<file path="config.mk">
export PLATFORM = sky130hd
export DESIGN_NAME = pipe_skid_stage
export DESIGN_NICKNAME = d
export VERILOG_FILES = /design/src/rtl/pipe_pkg.sv /design/src/rtl/sat_counter.sv /design/src/rtl/pipe_skid_stage.sv
export SDC_FILE = /design/constraint.sdc
export NUM_CORES = 1
export LEC_CHECK = 0
export ABC_AREA = 1
export CORE_MARGIN = 5
export CORE_UTILIZATION = 47
export CTS_BUF_LIST = sky130_fd_sc_hd__clkbuf_16
export CTS_CLUSTER_SIZE = 24
export DETAILED_ROUTE_END_ITERATION = 7
export PLACE_DENSITY_LB_ADDON = 0.08
export SYNTH_ARGS = -nofsm -noshare
export SYNTH_HDL_FRONTEND = slang
export SYNTH_HIERARCHICAL = 1
export SYNTH_SLANG_ARGS = --single-unit
</file>
<file path="constraint.sdc">
create_clock -name clk -period 2 [get_ports clk]
set_clock_uncertainty 0.15 [all_clocks]
set_input_delay 0.4 -clock clk [delete_from_list [all_inputs] [get_ports clk]]
set_output_delay 0.4 -clock clk [all_outputs]
set_load 0.01 [all_outputs]
</file>
<file path="src/rtl/pipe_pkg.sv">
// Shared constants for the pipeline skid stage: occupancy states and default bubble.
package pipe_pkg;

  // Occupancy doubles as the state encoding; 2'd3 is unreachable and self-recovers.
  typedef enum logic [1:0] {
    OCC_EMPTY = 2'd0,
    OCC_ONE   = 2'd1,
    OCC_TWO   = 2'd2,
    OCC_BAD   = 2'd3
  } occ_t;

  localparam int unsigned DEFAULT_DATA_W = 32;

  // All-zero payload decodes as a nop in every stage.
  localparam logic [DEFAULT_DATA_W-1:0] DEFAULT_BUBBLE = '0;

endpackage

</file>
<file path="src/rtl/sat_counter.sv">
// Saturating up-counter with synchronous active-high clear.
module sat_counter #(
  parameter int unsigned CNT_W = 16
) (
  input  logic             clk,
  input  logic             reset,
  input  logic             inc,
  output logic [CNT_W-1:0] count
);

  // Count up on inc and stick at all-ones.
  always_ff @(posedge clk) begin
    if (reset) begin
      count <= '0;
    end else if (inc && (count != '1)) begin
      count <= count + 1'b1;
    end
  end

endmodule

</file>
<file path="src/rtl/pipe_skid_stage.sv">
// Inter-stage pipeline register with valid/ready handshake, two-entry skid
// buffer, flush, and saturating stall/flush performance counters.
module pipe_skid_stage
  import pipe_pkg::*;
#(
  parameter int unsigned          DATA_W = 32,
  parameter logic [DATA_W-1:0]    BUBBLE = DATA_W'(DEFAULT_BUBBLE),
  parameter int unsigned          CNT_W  = 16
) (
  input  logic              clk,
  input  logic              reset,
  input  logic              flush,
  input  logic              in_valid,
  output logic              in_ready,
  input  logic [DATA_W-1:0] in_data,
  output logic              out_valid,
  input  logic              out_ready,
  output logic [DATA_W-1:0] out_data,
  output logic [1:0]        occupancy,
  output logic [CNT_W-1:0]  stall_cnt,
  output logic [CNT_W-1:0]  flush_cnt
);

  occ_t              state, state_nxt;
  logic [DATA_W-1:0] main_q, main_nxt;
  logic [DATA_W-1:0] skid_q, skid_nxt;
  logic              in_fire, out_fire;
  logic              stall_inc, flush_inc;

  // State and payload registers; reset wins over everything.
  always_ff @(posedge clk) begin
    if (reset) begin
      state  <= OCC_EMPTY;
      main_q <= BUBBLE;
      skid_q <= BUBBLE;
    end else begin
      state  <= state_nxt;
      main_q <= main_nxt;
      skid_q <= skid_nxt;
    end
  end

  // Next state and payload moves; flush overrides any normal transfer.
  always_comb begin
    state_nxt = state;
    main_nxt  = main_q;
    skid_nxt  = skid_q;
    case (state)
      OCC_EMPTY: begin
        if (in_fire) begin
          state_nxt = OCC_ONE;
          main_nxt  = in_data;
        end
      end
      OCC_ONE: begin
        if (in_fire && out_fire) begin
          main_nxt = in_data;
        end else if (in_fire) begin
          state_nxt = OCC_TWO;
          skid_nxt  = in_data;
        end else if (out_fire) begin
          state_nxt = OCC_EMPTY;
          main_nxt  = BUBBLE;
        end
      end
      OCC_TWO: begin
        if (out_fire) begin
          state_nxt = OCC_ONE;
          main_nxt  = skid_q;
          skid_nxt  = BUBBLE;
        end
      end
      default: begin
        state_nxt = OCC_EMPTY;
        main_nxt  = BUBBLE;
        skid_nxt  = BUBBLE;
      end
    endcase
    if (flush) begin
      state_nxt = OCC_EMPTY;
      main_nxt  = BUBBLE;
      skid_nxt  = BUBBLE;
    end
  end

  // Handshake outputs and counter increments, all decoded from registered state.
  always_comb begin
    in_ready  = (state != OCC_TWO);
    out_valid = (state != OCC_EMPTY);
    out_data  = main_q;
    occupancy = state;
    in_fire   = in_valid && in_ready;
    out_fire  = out_valid && out_ready;
    // The illegal encoding recovers silently, so it must not bump either counter.
    stall_inc = out_valid && !out_ready && (state != OCC_BAD);
    flush_inc = flush && ((state == OCC_ONE) || (state == OCC_TWO));
  end

  sat_counter #(.CNT_W(CNT_W)) u_stall_cnt (
    .clk   (clk),
    .reset (reset),
    .inc   (stall_inc),
    .count (stall_cnt)
  );

  sat_counter #(.CNT_W(CNT_W)) u_flush_cnt (
    .clk   (clk),
    .reset (reset),
    .inc   (flush_inc),
    .count (flush_cnt)
  );

endmodule

</file>
==> out/metrics.sh <==
INITIAL_UTILIZATION=0.475
FP.DIEAREA_UM2=13700
WORST_SETUP_PATH_END_KIND='output pin'
YS_SEQ_ELEMENTS=98
POWER.DENSITY_CELL_AREA_nW_PER_UM2=683
FINALSETUPVIOLCOUNT=0
GRT_START_MAX_NET_PINS=62
POSTROUTEWIRELENGTH_MM=14.0
FINALHOLDVIOLCOUNT=0
REGISTER_AREA_UM2=1970
SYNTH_TOP_AREA_CELL='sky130_fd_sc_hd__dfxtp_1'
CRIT_PATH_TOP_DELAY_CELL='sky130_fd_sc_hd__dfxtp_4'
AREA_GROWTH_PCT=30.3
CTS_MAX_PATH_BUFFERS=2
NUMBER_OF_GLOBAL_ROUTE_VIAS_BEFORE_REPAIR=5055
SYNTH.LIB_CELLS_USED.DISTINCT=25
SYN_AREA_UM2=5380
TRITONCTS_CLOCK_TREE='built'
DIE-WIDTH_UM=117
ROUTED.TOP_LAYER='met4'
GLOBALPLACE.CONGESTION=0.899
INSERTEDDIODECOUNT=0
ACHIEVABLE-FREQUENCY_MHz=515
MAXSLEWVIOLCOUNT=0
ANT_NETS=0
CLOCK-ROOT-BUFFER='sky130_fd_sc_hd__clkbuf_16'
TIMING.CRITICAL_PATH.REQUIRED_NS=1.45
M1WIRELENGTH_MM=6.31
FIN_CRIT_NS=1.94
LAYOUT.FILLER_CELLS=1057
YOSYSSEQAREASHARE=0.365
ROUTE.DETAILED.VIAS_PER_INST=4.96
MIN_PATH_TYPE='reg -> reg'
UNREPAIRED_SETUP_ENDPOINTS_AFTER_GLOBAL_ROUTING='yes'
VDD_IR_DROP_MAX_uV=430
CORE_AREA_UM2=11300
LEAKAGE_nW=2.90
WORSTMARGINPINSLEW_NS=0.366
CRITPATHMAXSTAGEDELAY_NS=0.36
IO_PINS=105
CTS.REPORTEDPATHS.CLKPINSLEW_NS=0.07
TIMING.CRITICAL_PATH.CELLS='inv_1 -> ha_4 -> inv_1 -> dlygate4sd2_1'
WORSTSKEWPAIRLATENCY_NS=0.34
MULTIINPUTGATEAREA_UM2=3020
FINAL_AREA_UM2=7010
NUMBER_OF_INSTANCES_IN_THE_SYNTHESIZED_NETLIST=862
SYNTHTOPCELLSBYAREA='sky130_fd_sc_hd__dfxtp_1 36%, sky130_fd_sc_hd__nand2_1 25%, sky130_fd_sc_hd__nor2_1 7.8%'
POST_ROUTE_CELLS_DRIVE_ABOVE_1_SHARE=0.0978
STARTPOINT_TYPE='register'
DETAIL_ROUTE.DRC_VIOLATIONS=0
CRITPATHMOSTFREQUENTCELL='sky130_fd_sc_hd__inv_1'
INITIALDRTVIOLATIONCOUNT=366
CTS.HOLD.BUFFERS_ADDED=0
PLACEDINSTANCEAREA_UM2=6700
GRT_FIRST_PASS_WIRELENGTH_MM=23.0
CRITPATHKIND='reg -> out'
GROUTE.USAGE.OVERALL=0.207
ROUTED_WL_PER_CELL_UM=12.5
NUMBER_OF_ANTENNA_VIOLATIONS_AT_THE_FIRST_CHECK_IN_GLOBAL_ROUTING=0
ROUTED-WL-MET2_MM=6.73
NUMPORTBUFFERS=104
CTS-HTREE-LEVELS=3
SLEW-LIMIT-HEADROOM=0.756
FP-ROW-COUNT=39
DPL.HPWL_MM=9.82
SYNTH.TOP_CELL.AREA_SHARE=0.365
POST_ROUTE_HOLD_SLACK_NS=0.313
WORSTPATHMAXFANOUT=6
FIRST_PASS_ITERS=6
FINALCRITPERIODSHARE=0.971
GRT_OVERFLOW=0
RUN_STATUS='completed'
DRV_CAP=0
ARRIVAL_NS=1.39
WL_MET3_UM=710
NUMCLOCKSINKS=98
DESIGN_POWER_TOTAL_mW=4.79
AVGSYNTHCELLAREA_UM2=6.24
SYN_NETS=906
YOSYS_WARNINGS=6
CTS-BUFFERS-INSERTED=9
FINAL_NET_COUNT=1010
DR_TOTAL_VIAS=5527
DIEHEIGHT_UM=117
[final timing paths]
kind                              startpoint                     to  slack [ns]  cells past startpoint
worst max register to register  occupancy[1]  u_stall_cnt/count[13]        0.13                     10
worst max-delay path            occupancy[1]              out_valid        0.06                      4
worst min-delay path            out_data[25]           out_data[25]        0.31                      2
worst min register to register  out_data[25]           out_data[25]        0.31                      2
[synthesized netlist by cell type]
library cell               instances
sky130_fd_sc_hd__nand2_1         358
sky130_fd_sc_hd__nor2_1          111
sky130_fd_sc_hd__dfxtp_1          98
sky130_fd_sc_hd__a21oi_1          76
sky130_fd_sc_hd__inv_1            62
sky130_fd_sc_hd__o21bai_1         31
sky130_fd_sc_hd__buf_2            29
sky130_fd_sc_hd__nand3_1          25
sky130_fd_sc_hd__nor2_2           20
sky130_fd_sc_hd__nand4_1           9
sky130_fd_sc_hd__ha_1              7
sky130_fd_sc_hd__clkbuf_1          6
sky130_fd_sc_hd__nand2_2           6
sky130_fd_sc_hd__nor2_4            6
sky130_fd_sc_hd__nor3_1            3
sky130_fd_sc_hd__buf_1             2
sky130_fd_sc_hd__clkbuf_4          2
sky130_fd_sc_hd__nand3_2           2
sky130_fd_sc_hd__nor2_8            2
sky130_fd_sc_hd__or2_0             2
sky130_fd_sc_hd__a21oi_2           1
sky130_fd_sc_hd__buf_4             1
sky130_fd_sc_hd__inv_2             1
sky130_fd_sc_hd__o21ai_0           1
sky130_fd_sc_hd__o21ai_1           1
[registers in the layout, summed over array words and instances (netlist names)]
name,cells
skid_q,32
u_stall_cnt/count,16
out_data,32
u_flush_cnt/count,16
occupancy,2
[kinds of logic (layout without fill, tap and decap cells)]
group	count (synthesis)	count (layout)	synth area share
AOI/OAI and AO/OA	110	110	0.118
adders and majority gates	7	7	0.0163
buffers and inverters	103	212	0.0808
DFF	98	98	0.365
and+or+nand+nor	544	544	0.420
[metal layers]
metal | global-route usage | vias to the layer above
met1 | 0.258 | 2503
met4 | 0.0726 | 0
met5 | 0 | -
met3 | 0.0370 | 12
met2 | 0.359 | 132
li1 | - | 2880
[cell usage in the layout (no fill, tap or decap), types with 2 or more instances in the layout]
cell,instances
sky130_fd_sc_hd__nor3_1,2
sky130_fd_sc_hd__dlygate4sd2_1,2
sky130_fd_sc_hd__nand3_1,24
sky130_fd_sc_hd__dfxtp_1,96
sky130_fd_sc_hd__nor2_2,24
sky130_fd_sc_hd__ha_1,4
sky130_fd_sc_hd__or2_0,2
sky130_fd_sc_hd__clkinvlp_4,4
sky130_fd_sc_hd__nand4_1,9
sky130_fd_sc_hd__inv_1,61
sky130_fd_sc_hd__inv_2,3
sky130_fd_sc_hd__nand3_2,3
sky130_fd_sc_hd__nand2_1,358
sky130_fd_sc_hd__ha_2,2
sky130_fd_sc_hd__a21oi_1,76
sky130_fd_sc_hd__nand2_2,6
sky130_fd_sc_hd__clkdlybuf4s50_1,102
sky130_fd_sc_hd__buf_4,23
sky130_fd_sc_hd__nor2_1,107
sky130_fd_sc_hd__clkbuf_16,9
sky130_fd_sc_hd__nor2_4,6
sky130_fd_sc_hd__o21bai_1,31
sky130_fd_sc_hd__nor2_8,2
sky130_fd_sc_hd__buf_12,6
sky130_fd_sc_hd__dfxtp_4,2
[area by class of cell]
cell class | instances | share of cell area
Timing Repair Buffer | 133 | 0.190
Sequential cell | 98 | 0.281
Clock inverter | 7 | 0.00679
Clock buffer | 9 | 0.0321
Tap cell | 143 | 0.0255
Multi-Input combinational cell | 661 | 0.431
Inverter | 63 | 0.0338
[worst max-delay path, delay by kind of cell, from the launching register on]
kind	cells	cell delay [ns]
adder cells (fa/ha/maj)	1	0.21
buffers and inverters	3	0.48
flip-flops	1	0.36
[stage by stage]
stage	TNS (ns)	setup slack, ns	cells	utilization
after floorplan	0	0.00256	862	-
after detailed placement	-0.765	-0.106	1097	0.592
final	0	0.0577	1114	0.619
after CTS	0	0.0230	1113	0.617
after global placement	-0.153	-0.0931	1097	0.592
after global routing	-0.0236	-0.0146	1114	0.619
[where the power goes]
group          internal (mW)  total (mW)  switching, mW
clock network          0.839        1.62          0.780
logic                  0.470        1.08          0.612
registers               2.03        2.08         0.0509
[repair_timing]
action,CTS,global route
setup endpoints to repair,2,4
endpoints found under the hold margin,0,0
buffers inserted,0,1
resized for setup,3,6
pin swaps,0,1
Power figures use the tool's default switching activity.
==> RTL change 1: new RTL, same settings <==
Register the output `flush_cnt`, cleared by the reset; this adds one clock of latency there. The other outputs are not delayed to match.
--- a/src/rtl/pipe_skid_stage.sv
+++ b/src/rtl/pipe_skid_stage.sv
@@ -22,2 +22,4 @@
 );
+
+  logic [CNT_W-1:0] flush_cnt_d;
 
@@ -109,4 +111,12 @@
     .inc   (flush_inc),
-    .count (flush_cnt)
+    .count (flush_cnt_d)
   );
+
+  always_ff @(posedge clk) begin
+    if (reset) begin
+      flush_cnt <= '0;
+    end else begin
+      flush_cnt <= flush_cnt_d;
+    end
+  end
 
Function: changed (a bounded check fails within 4 cycles, from zero or initial values and one cycle with reset high).
==> RTL change 1 against the original RTL <==
Sequential share of layout area up 1.7 points. Sequential cell count increased by 16. Die area is 7.8% higher. Worst setup slack worse by 0.0076 ns. Total power grew 25%. Via count increased by 4.4%. Final cell count increased by 8.3%. Design area rose by 9.7%. Wire length increased by 2.6%. Synthesized area rose by 8.5%. Critical endpoint unchanged. Highest routed layer unchanged.
==> RTL change 1: results (changes against the original RTL) <==
status finished clean (unchanged); Gate Count Post-Synth 912 (was 862); Routed wire per std cell 11.89 um (was 12.54 um); vias in the first global route 5,187 (was 5,055); Fillers 1,164 (was 1,057); clock slew seen by the registers of the worst setup and hold paths 0.05 ns (was 0.07 ns); via-per-instance ratio 4.783 (was 4.961); first-pass GRT wire length 24.74 mm (was 23.02 mm); Buffers on Ports 104 (unchanged); Post-Synth XOR/XNOR Area 0% (unchanged); Compound-Gate Fraction of Synth Area 10.83% (was 11.76%); H-tree depth 4 (was 3); Synth Area in Adders 1.502% (was 1.629%); sequential-to-total area share from yosys stat 39.13% (was 36.50%); P_leak 3.254 nW (was 2.904 nW); total track usage 20.65% (was 20.72%); dpl hpwl 9.792 mm (was 9.821 mm); later-pin clock latency in the skew report 0.41 ns (was 0.34 ns); TritonCTS Buffers 17 (was 9); antenna cells 0 (unchanged); syn_nets 956 (was 906); share of layout cells above drive strength 1 9.827% (was 9.784%); CP peak stage delay 0.36 ns (about the same); most frequent cells after synthesis 358 x nand2_1, 126 x nor2_1, 114 x dfxtp_1 (was 358 x nand2_1, 111 x nor2_1, 98 x dfxtp_1); nets 1,070 (was 1,010); CP max FO 5 (was 6); largest net degree at the start of global routing 33 (was 62); Least-Margin Pin Slew 0.5241 ns (was 0.3657 ns); RD Place Congestion 0.8454 (was 0.8991); via count 5,768 (was 5,527); Synth area leaders dfxtp_1 39%, nand2_1 23%, nor2_1 8.1%, a21oi_1 6.5%, inv_1 5.0% (was dfxtp_1 36%, nand2_1 25%, nor2_1 7.8%, a21oi_1 7.1%, inv_1 4.3%); DP Area 7179 um2 (was 6703 um2); initial drt markers 442 (was 366)
## RTL change 1: layer usage
layer	up-vias	track usage (%)	part of all wire, %
li1	3044	-	-
met2	154	31.68	45
met3	19	5.268	6.4
met5	-	0	0
met1	2551	28.16	47
met4	0	7.143	1.5
## RTL change 1: worst paths after layout
path	from	endpoint	slack [ns]	depth (start not counted)
worst max-delay path	occupancy[0]	out_valid	0.05	4
worst min-delay path	out_data[17]	out_data[17]	0.31	2
worst max register to register	occupancy[0]	u_flush_cnt/count[13]	0.12	10
worst min register to register	out_data[17]	out_data[17]	0.31	2
## RTL change 1: area by class of cell
type / count / area (um2) / share of cell area (%)
Timing Repair Buffer: 137 / 1343 / 17.47
Clock inverter: 14 / 57.56 / 0.7488
Clock buffer: 17 / 425.4 / 5.535
Inverter: 79 / 296.5 / 3.858
Sequential cell: 114 / 2292 / 29.82
Multi-Input combinational cell: 677 / 3062 / 39.83
Tap cell: 168 / 210.2 / 2.735
## RTL change 1: report_power, final
| group | internal (mW) | switching (mW) | total, mW | leakage [nW] |
|---|---|---|---|---|
| sequential | 2.36 | 0.0503 | 2.41 | 0.925 |
| clock | 1.51 | 0.969 | 2.48 | 0.248 |
| combinational | 0.471 | 0.613 | 1.08 | 2.08 |
## RTL change 1: what timing repair did
item | 4_1_cts | 5_1_grt
pin swaps | 0 | 1
endpoints found under the setup margin | 2 | 10
setup buffers | 0 | 1
gates resized for setup | 3 | 6
hold buffers | 0 | 0
## RTL change 1: through the flow
step | setup WS [ns] | hold slack (ns)
finish | 0.05006 | 0.3103
global route | 0.0001260 | 0.3275
CTS | -0.006883 | 0.3100
detailed placement | -0.1028 | 0.3028
global placement | -0.05570 | 0.3008
floorplan | 0.002559 | 0.2794
==> RTL change 2: new RTL, same settings <==
Without the edit above. Make the reset (`reset`) asynchronous in 2 clocked blocks.
--- a/src/rtl/sat_counter.sv
+++ b/src/rtl/sat_counter.sv
@@ -11,3 +11,3 @@
   // Count up on inc and stick at all-ones.
-  always_ff @(posedge clk) begin
+  always_ff @(posedge clk or posedge reset) begin
     if (reset) begin
--- a/src/rtl/pipe_skid_stage.sv
+++ b/src/rtl/pipe_skid_stage.sv
@@ -30,3 +30,3 @@
   // State and payload registers; reset wins over everything.
-  always_ff @(posedge clk) begin
+  always_ff @(posedge clk or posedge reset) begin
     if (reset) begin
Formal check against the unedited RTL: differs if reset is asserted again (counterexample within 4 cycles, from zero or initial values and one cycle with reset high); with reset held inactive, the same outputs for 4 cycles.
==> RTL change 2 against the original RTL <==
First-iteration DRC count up 8.7%. Wire length up 11%. Synthesized area up 9.5%. Global-route usage up 1.0 points. Design area up 8.2%. Non-clock buffer count up 3. Sequential cell count unchanged. Hold slack better by 0.012 ns. Worst setup slack worse by 0.047 ns. Final cell count about the same. Critical path type unchanged. Highest routed layer unchanged.
Power is not compared: it rests on default switching activity, and its combinational part moved more than twofold at a synthesized area within 25%.
==> RTL change 2: results (changes against the original RTL) <==
status finished clean (unchanged); ys async rst share 100.0% (was 0%); syn_nets 872 (was 906); GR Util met3 3.900% (was 3.702%); sequential-to-total area share from yosys stat 41.65% (was 36.50%); Slew HR 73.19% (was 75.62%); Compound-Gate Fraction of Synth Area 8.606% (was 11.76%); Hold Crit Class in -> async (was reg -> reg); RD Place Congestion 0.8470 (was 0.8991); Reg2Reg Setup Slack 0.15 ns (was 0.13 ns); slowest cell on the critical path dfrtp_1 (was dfxtp_4); metal2 WL 7.292 mm (was 6.727 mm); via count 5,626 (was 5,527); Fillers 1,099 (was 1,057); CP max FO 4 (was 6); M1 WL 7.070 mm (was 6.311 mm); initial drt markers 398 (was 366); arrival time of the worst setup path 1.44 ns (was 1.39 ns); Routed wire per std cell 13.95 um (was 12.54 um); CP peak stage delay 0.42 ns (was 0.36 ns); met1 GRT Util 28.53% (was 25.81%); most frequent cells after synthesis 377 x nand2_1, 98 x dfrtp_1, 64 x nor2_1 (was 358 x nand2_1, 111 x nor2_1, 98 x dfxtp_1); largest net degree at the start of global routing 33 (was 62); FF-to-FF End u_stall_cnt/count[13] (unchanged); # placed instances 1,095 (was 1,097); Synth area leaders dfrtp_1 42%, nand2_1 24%, nand3_1 4.4%, nor2_1 4.1%, o21bai_1 4.1% (was dfxtp_1 36%, nand2_1 25%, nor2_1 7.8%, a21oi_1 7.1%, inv_1 4.3%); met2 usage 35.67% (was 35.95%); postcts setup bufs 2 (was 0); Synth cell types 30 (was 25); Met3 Routed Length 887 um (was 710 um); nets 983 (was 1,010); Final Cell Area 7579 um2 (was 7005 um2); Synth Area in Adders 1.275% (was 1.629%); Gate Count Post-Synth 829 (was 862); hold slack 0.3258 ns (was 0.3134 ns); Reg2Reg Depth 11 (was 10)
==> RTL change 2: changes by cell type in the layout (fill, tap and decap cells not counted), moves of 6 or more <==
cell,delta
a21oi_1,-75
dfrtp_1,+94
dfxtp_1,-96
nand2_1,+19
nand2_2,+8
nand3_1,+28
nor2_1,-44
nor2_2,-16
nor2_4,+6
o21ai_0,+19
o21ai_1,+7
o21ai_2,+12
==> RTL change 2: metrics by stage <==
step                      setup slack (ns)  power (mW)
after global routing              -0.04648       9.170
after CTS                         0.002248       8.630
after global placement             -0.1379       6.776
after floorplan                   0.004191       5.164
after detailed placement           -0.2465       6.876
final                              0.01021       8.552
==> RTL change 2: final cells by class <==
cell class	instances	share of cell area [%]
Clock buffer	9	2.972
Clock inverter	7	0.7264
Inverter	61	3.137
Multi-Input combinational cell	634	39.59
Sequential cell	98	32.43
Tap cell	168	2.774
Timing Repair Buffer	136	18.38
